===== src/rtl/approx_add_pkg.sv =====
// Shared defaults and FSM encodings for the approximate-adder scheduler.
package approx_add_pkg;

    localparam int unsigned WIDTH_DEF           = 16;
    localparam int unsigned APPROX_LSBS_RST_DEF = 15;
    localparam int unsigned LSBS_W              = 4;

    localparam logic [0:0] IDLE = 1'b0;
    localparam logic [0:0] HOLD = 1'b1;

endpackage


===== src/rtl/rc_approx_cfg_adder.sv =====
// Ripple-carry adder whose low 'lsbs' bit positions use the approximate cell;
// the MSB position is always an exact full adder.
module rc_approx_cfg_adder
    import approx_add_pkg::*;
#(
    parameter int unsigned WIDTH = WIDTH_DEF
) (
    input  logic [WIDTH-1:0]  a,
    input  logic [WIDTH-1:0]  b,
    input  logic [LSBS_W-1:0] lsbs,
    output logic [WIDTH:0]    sum
);

    logic [WIDTH:0]   w_c;
    logic [WIDTH-1:0] w_s;

    assign w_c[0] = 1'b0;

    for (genvar i = 0; i < WIDTH; i++) begin : g_bit
        logic w_approx;

        // Approximate cell: S = ~Cin & (A | B), Cout = 1.
        assign w_approx   = (i != WIDTH - 1) && (32'(i) < 32'(lsbs));
        assign w_s[i]     = w_approx ? (~w_c[i] & (a[i] | b[i]))
                                     : (a[i] ^ b[i] ^ w_c[i]);
        assign w_c[i + 1] = w_approx ? 1'b1
                                     : ((a[i] & b[i]) | (w_c[i] & (a[i] ^ b[i])));
    end

    assign sum = {w_c[WIDTH], w_s};

endmodule


===== src/rtl/approx_add_sched.sv =====
// Two-requester round-robin front end sharing one configurable approximate
// adder, with a single-entry result register and valid/ready handshakes.
module approx_add_sched
    import approx_add_pkg::*;
#(
    parameter int unsigned WIDTH           = WIDTH_DEF,
    parameter int unsigned APPROX_LSBS_RST = APPROX_LSBS_RST_DEF
) (
    input  logic              clk,
    input  logic              rst_n,
    input  logic              req0_valid,
    input  logic              req1_valid,
    output logic              req0_ready,
    output logic              req1_ready,
    input  logic [WIDTH-1:0]  req0_a,
    input  logic [WIDTH-1:0]  req0_b,
    input  logic [WIDTH-1:0]  req1_a,
    input  logic [WIDTH-1:0]  req1_b,
    input  logic              cfg_we,
    input  logic [LSBS_W-1:0] cfg_approx_lsbs,
    output logic              res_valid,
    input  logic              res_ready,
    output logic [WIDTH:0]    res_sum,
    output logic              res_id,
    output logic              busy
);

    logic [0:0]        r_state;
    logic [0:0]        w_state_nxt;
    logic              r_last_grant;
    logic [LSBS_W-1:0] r_lsbs;
    logic [WIDTH:0]    r_res_sum;
    logic              r_res_id;

    logic              w_can_accept;
    logic              w_grant_id;
    logic              w_accept;
    logic [WIDTH-1:0]  w_add_a;
    logic [WIDTH-1:0]  w_add_b;
    logic [WIDTH:0]    w_sum;

    // Handshake depends only on valids, state and res_ready (held low in reset).
    assign w_can_accept = (r_state == IDLE) || res_ready;
    assign w_grant_id   = (req0_valid && req1_valid) ? ~r_last_grant : req1_valid;
    assign w_accept     = rst_n && w_can_accept && (req0_valid || req1_valid);
    assign req0_ready   = w_accept && !w_grant_id;
    assign req1_ready   = w_accept &&  w_grant_id;

    assign w_add_a = w_grant_id ? req1_a : req0_a;
    assign w_add_b = w_grant_id ? req1_b : req0_b;

    rc_approx_cfg_adder #(
        .WIDTH (WIDTH)
    ) u_adder (
        .a    (w_add_a),
        .b    (w_add_b),
        .lsbs (r_lsbs),
        .sum  (w_sum)
    );

    always_comb begin
        w_state_nxt = r_state;
        case (r_state)
            IDLE:    if (w_accept) w_state_nxt = HOLD;
            HOLD:    if (res_ready) w_state_nxt = w_accept ? HOLD : IDLE;
            default: w_state_nxt = IDLE;
        endcase
    end

    always_ff @(posedge clk) begin
        if (!rst_n) r_state <= IDLE;
        else        r_state <= w_state_nxt;
    end

    // Config and result registers; the adder sees the pre-write lsbs value.
    always_ff @(posedge clk) begin
        if (!rst_n) begin
            r_lsbs       <= LSBS_W'(APPROX_LSBS_RST);
            r_last_grant <= 1'b1;
            r_res_sum    <= '0;
            r_res_id     <= 1'b0;
        end else begin
            if (cfg_we) r_lsbs <= cfg_approx_lsbs;
            if (w_accept) begin
                r_res_sum    <= w_sum;
                r_res_id     <= w_grant_id;
                r_last_grant <= w_grant_id;
            end
        end
    end

    assign res_valid = (r_state == HOLD);
    assign busy      = res_valid;
    assign res_sum   = r_res_sum;
    assign res_id    = r_res_id;

endmodule


===== config.mk =====
export PLATFORM = sky130hd
export DESIGN_NAME = approx_add_sched
export DESIGN_NICKNAME = d
export VERILOG_FILES = /design/src/rtl/approx_add_pkg.sv /design/src/rtl/rc_approx_cfg_adder.sv /design/src/rtl/approx_add_sched.sv
export SDC_FILE = /design/constraint.sdc
export NUM_CORES = 1
export LEC_CHECK = 0
export CORE_UTILIZATION = 69
export CTS_BUF_LIST = sky130_fd_sc_hd__clkbuf_16
export CTS_CLUSTER_SIZE = 40
export DETAILED_ROUTE_END_ITERATION = 7
export DONT_BUFFER_PORTS = 1
export PLACE_DENSITY = 0.85
export SKIP_CTS_REPAIR_TIMING = 1
export SLEW_MARGIN = 20
export SYNTH_ARGS = -nofsm -noshare
export SYNTH_HDL_FRONTEND = slang
export SYNTH_HIERARCHICAL = 1
export SYNTH_SLANG_ARGS = --single-unit
export TNS_END_PERCENT = 1

===== constraint.sdc =====
create_clock -name clk -period 12.2 [get_ports clk]
set_input_delay 1.22 -clock clk [delete_from_list [all_inputs] [get_ports clk]]
set_output_delay 1.22 -clock clk [all_outputs]
set_load 0.005 [all_outputs]

==> metrics, run 1 <==
Least-Margin Pin Slew=0.997 ns; routed vias=1,465; Via density=5.53; floorplan row count=20; pwr/cell area=105 mW/mm²; Layout Nets=313; clock slew at reported path FFs=0.06 ns; First DRT Iteration DRCs=65; DP HPWL=2790 µm; Die W=58.2 µm; die height=58.2 µm; initial antenna violation count=0; reg2reg start=r_last_grant$_SDFFE_PN1P_; CTS Buffer Depth=2; Clk pwr share=39.5%; Avg Cell Area, Syn=9.33 µm²; mapped cell area=0.00218 mm²; Final Wtd Congestion=0.789; RR Endpoint=res_sum[15]$_SDFFE_PN0P_; most used cell, CP=fa_1; number of top-level pins=96; post-synth net total=325; Net Sw Frac=24.9%; Synth Warn #=6; Synth top area share=22.0%; final setup fails=0; run status=complete, no violations; reg2reg setup slack=3.35 ns; Final WS setup=2.77 ns; EDFF count, synth=0; H-tree levels=1; RSZ-0062 raised after global routing=no; FF-to-FF path depth=37; Slew headroom=33.3%; Fin. Hold Viols=0; die area=0.00339 mm²; VDD IR-drop max=0.0528 mV; worst min path class=reg2reg; min Tclk post-route=9.43 ns; commonest non-fill, non-tap cell in the layout=nand2_1; number of distinct library cells after synthesis=40; Post-DP Area=0.00210 mm²; worst path required time=12.31 ns; fin. max-slew vios=0; Layout Skew=0.00236 ns; final worst path period share=77.3%; share of cells above drive strength 1=19.9%; CTS tree=done; vias in the first global route=1,343; grt total ovfl=0; WL/cell=14.3 µm; Final ANT Viol Nets=0; Critical path origin=req1_valid; GRT Total Usage=22.5%; Cell Int Power=0.000174 W; Setup WS pre-CTS=2.47 ns; Gate Count Post-Synth=234; IO buf count=0; critical path class=in2reg; static leakage=0.968 nW; drt total wl=3780 µm; critical path endpoint category=flip-flop; final instance area=0.00220 mm²; Max stage delay cell, worst path=a21boi_4; Psw=0.0000575 W; core area=0.00303 mm²; first-pass GRT wire length=5870 µm; largest net degree at the start of global routing=44; Max Fclk=106 MHz; number of CTS-inserted buffers=3; Worst path max stage delay=0.77 ns; area occupied by multi-input gates=0.00143 mm²; Sequential cell area=480 µm²; Main synth FF type=dfxtp_1; sequential area share after synthesis=22.0%; most area-consuming cells after synthesis=dfxtp_1, mux2_2, fa_1, mux2i_1, nand2_1; startpoint types=primary input; Setup crit end=res_sum[15]$_SDFFE_PN0P_; post-synthesis register bit count=24; DRC errors left=0; Clock Latency Late Sink=0.25 ns; setup_tns=0 ns; worst path arrival time=9.53 ns; most frequent cells in the layout=nand2_1, inv_1, mux2_2; CTS root buffer=clkbuf_16; Fillers=231; crit-path max FO=33; Async SR Flop Fraction=0%; max cap viols=0; largest area contributor in the netlist=dfxtp_1; effective utilization at floorplan=72.1%; clk sinks=24; DRT Pass-1 Iters=4; Layout area overhead=0.860%; Inserted Diodes=0; Comb power frac=21.8%; Sequential Power Share=38.7%
[metrics by stage]
step,total power (W),utilization [%],cells,hold slack (ns)
final,0.000231,72.7,265,0.468
after global routing,0.000244,72.7,265,0.505
after CTS,0.000233,72.7,265,0.472
after detailed placement,0.000142,69.2,261,0.465
after global placement,0.000140,69.2,261,0.457
after floorplan,0.000139,-,234,0.448
[registers in the layout, summed over array words and instances (netlist names)]
register      cells
r_last_grant      1
busy              1
res_sum          17
r_lsbs            4
res_id            1
[area by class of cell]
class / count / area share, %
inverter: 32 / 5.46
clock buffer: 3 / 3.41
timing repair buffer: 1 / 0.341
multi-input combinational: 160 / 65.1
sequential: 24 / 21.8
tap: 44 / 2.50
clock inverter: 1 / 1.36
[cells in the mapped netlist (2+ instances only)]
cell type and instances:
nand2_1 40, inv_1 32, mux2_2 30, dfxtp_1 24, mux2i_1 22, fa_1 15
buf_6 10, clkbuf_1 5, nor2b_1 5, a21oi_1 4, a31oi_1 4, a21boi_0 3
and2_1 3, nor2_1 3, a2111oi_2 2, and3_1 2, buf_2 2, ha_1 2
mux2_1 2, nor3b_1 2, o21a_1 2, o21ai_0 2
[power by group through the flow]
stage	sequential [W]	clock, W	combinational [W]
after floorplan	0.0000884	0	0.0000509
after global placement	0.0000910	0	0.0000485
after detailed placement	0.0000911	0	0.0000505
after CTS	0.0000895	0.0000922	0.0000511
after global routing	0.0000903	0.0000962	0.0000579
final	0.0000895	0.0000913	0.0000504
[worst min-delay path by stage]
stage	start	to	slack [ns]	cells after the start
final	res_id$_SDFFE_PN0P_	res_id$_SDFFE_PN0P_	0.47	2
after global routing	res_sum[10]$_SDFFE_PN0P_	res_sum[10]$_SDFFE_PN0P_	0.51	2
after CTS	res_id$_SDFFE_PN0P_	res_id$_SDFFE_PN0P_	0.47	2
after detailed placement	res_id$_SDFFE_PN0P_	res_id$_SDFFE_PN0P_	0.46	2
after global placement	res_id$_SDFFE_PN0P_	res_id$_SDFFE_PN0P_	0.46	2
after floorplan	res_id$_SDFFE_PN0P_	res_id$_SDFFE_PN0P_	0.45	2
[metal layers]
metal	part of all wire [%]	global-route usage (%)	vias to the layer above
li1	-	-	736
met1	44	29.0	667
met2	49	38.9	57
met3	6.3	3.13	5
met4	0.93	7.48	0
met5	0	0	-
[logic make-up (layout without fill, tap and decap cells)]
kind of cell    Yosys count  in the layout  synth area share [%]
mux                      54             54                  26.6
flops                    24             24                  22.0
simple gates             66             66                  15.5
fa+ha+maj                17             17                  14.9
compound gates           23             23                  8.60
buf+inv                  50             37                  12.3
[worst max-delay path, delay by kind of cell]
kind | cells | cell delay (ns)
muxes | 2 | 0.39
and+or+nand+nor | 11 | 1.33
adders and majority gates | 16 | 5.14
buffers and inverters | 2 | 0.11
AOI/OAI and AO/OA | 6 | 1.34
Power figures use the tool's default switching activity.
==> run 2, diff against run 1 <==
- CORE_UTILIZATION: 69 -> 64
- PLACE_DENSITY: 0.85 -> 0.8
- clock period: 12.2 -> 9.6 ns (I/O delays scaled with it)
==> run 2 against run 1 <==
Effect of this change: largest power group unchanged; clock-buffer cell count unchanged; power increased by 27%; setup slack lost 1.9 ns; cell count increased by 0.38%; routed wire length grew 5.0%.
==> metrics, run 2 (same netlist as run 1, synthesis figures left out) <==
run status=complete, no violations; crit-path leading delay family=adder cells; placed instance count=262; reg2reg start=r_last_grant$_SDFFE_PN1P_; RR Endpoint=res_sum[15]$_SDFFE_PN0P_; worst path required time=9.70 ns; number of top-level pins=96; pwr/cell area=133 mW/mm²; worst path arrival time=8.84 ns; First DRT Iteration DRCs=60; RSZ-0062 raised after global routing=no; WL/cell=14.9 µm; drt total wl=3970 µm; GRT Total Usage=21.8%; initial antenna violation count=0; critical path endpoint category=flip-flop; FF-to-FF path depth=37; Inserted Diodes=0; DRT Pass-1 Iters=4; die height=60.4 µm; grt total ovfl=0; number of CTS-inserted buffers=3; reg2reg setup slack=1.21 ns; Via density=5.70; Max Fclk=114 MHz; Clock Latency Late Sink=0.25 ns; effective utilization at floorplan=69.2%; flip-flop count of the largest register after layout=17; CTS tree=done; Worst path max stage delay=0.48 ns; Final Wtd Congestion=0.910; clock slew at reported path FFs=0.06 ns; Least-Margin Pin Slew=0.984 ns; clk sinks=24; final instance area=0.00221 mm²; startpoint types=primary input; Buf/Inv on CP=2; vias in the first global route=1,408; Layout Skew=0.00519 ns; IO buf count=0; core area=0.00315 mm²; final setup fails=0; Max stage delay cell, worst path=fa_1; commonest non-fill, non-tap cell in the layout=nand2_1; hold path depth=2; Layout area overhead=1.20%; max cap viols=0; min Tclk post-route=8.74 ns; CTS root buffer=clkbuf_16; Layout Nets=314; final worst path period share=91.0%; worst hold path startpoint=res_sum[0]$_SDFFE_PN0P_; crit-path max FO=12; DRC errors left=0; DP HPWL=2940 µm; Post-Layout Cell Count=266; Final ANT Viol Nets=0; fin. max-slew vios=0; share of cells above drive strength 1=20.3%; die area=0.00365 mm²; worst min path class=reg2reg; setup_tns=0 ns; Die W=60.4 µm; H-tree levels=1; Finished Core Util=70.0%; critical path class=in2reg; VDD IR-drop max=0.0841 mV; CTS Buffer Depth=2; Slew headroom=34.4%; most frequent cells in the layout=nand2_1, inv_1, mux2_2; largest net degree at the start of global routing=44; first-pass GRT wire length=5930 µm; worst hold slack=0.475 ns; most used cell, CP=fa_1; routed vias=1,515; Hold EP=res_sum[0]$_SDFFE_PN0P_; static leakage=0.973 nW; Fin. Hold Viols=0; floorplan row count=20; Post-DP Area=0.00210 mm²; Fillers=254
## run 2: cell count changes in the layout (fill, tap and decap cells not counted)
cell	before	now
buf_4	1	2
## run 2: layout make-up
class / instances / area (µm²) / share of cell area [%]
clock inverter: 1 / 30.0 / 1.36
timing repair buffer: 2 / 15.0 / 0.680
multi-input combinational: 160 / 1430 / 64.9
sequential: 24 / 480 / 21.8
inverter: 32 / 120 / 5.44
tap: 44 / 55.1 / 2.49
clock buffer: 3 / 75.1 / 3.40
## run 2: power breakdown
group	switching, W	internal, W	total [W]	leakage (nW)
Clock	0.0000329	0.0000827	0.000116	0.0511
Sequential	0.00000790	0.000106	0.000114	0.196
Combinational	0.0000321	0.0000328	0.0000649	0.725
Total	0.0000729	0.000221	0.000294	0.973
## run 2: worst register-to-register path: cells and delay by family (launching register included)
family	cells	cell delay [ns]
mux	2	0.31
flops	1	0.35
buf+inv	2	0.10
simple gates	11	1.34
fa+ha+maj	16	5.19
compound gates	6	0.94
## run 2: through the flow
step           power, W  worst slack, ns
2_1_floorplan  0.000177             1.22
3_3_place_gp   0.000178            0.734
3_5_place_dp   0.000181            0.574
4_1_cts        0.000295            0.826
5_1_grt        0.000310            0.316
6_report       0.000294            0.861
## run 2: worst max path at each step
stage,from,cells after the start,end,slack [ns]
3_3_place_gp,req1_valid,37,res_sum[15]$_SDFFE_PN0P_,0.73
5_1_grt,req1_valid,37,res_sum[15]$_SDFFE_PN0P_,0.32
4_1_cts,req1_valid,37,res_sum[15]$_SDFFE_PN0P_,0.83
6_report,req1_valid,37,res_sum[15]$_SDFFE_PN0P_,0.86
2_1_floorplan,req1_valid,38,res_sum[15]$_SDFFE_PN0P_,1.22
3_5_place_dp,req1_valid,37,res_sum[15]$_SDFFE_PN0P_,0.57
## run 2: metal layers
metal	part of all wire (%)	up-vias	routed length (µm)	GRT usage [%]
met5	0	-	0	0
met4	1.6	0	64	8.64
met3	5.8	6	230	3.41
met2	48	59	1900	38.0
met1	45	709	1770	26.9
li1	-	741	-	-
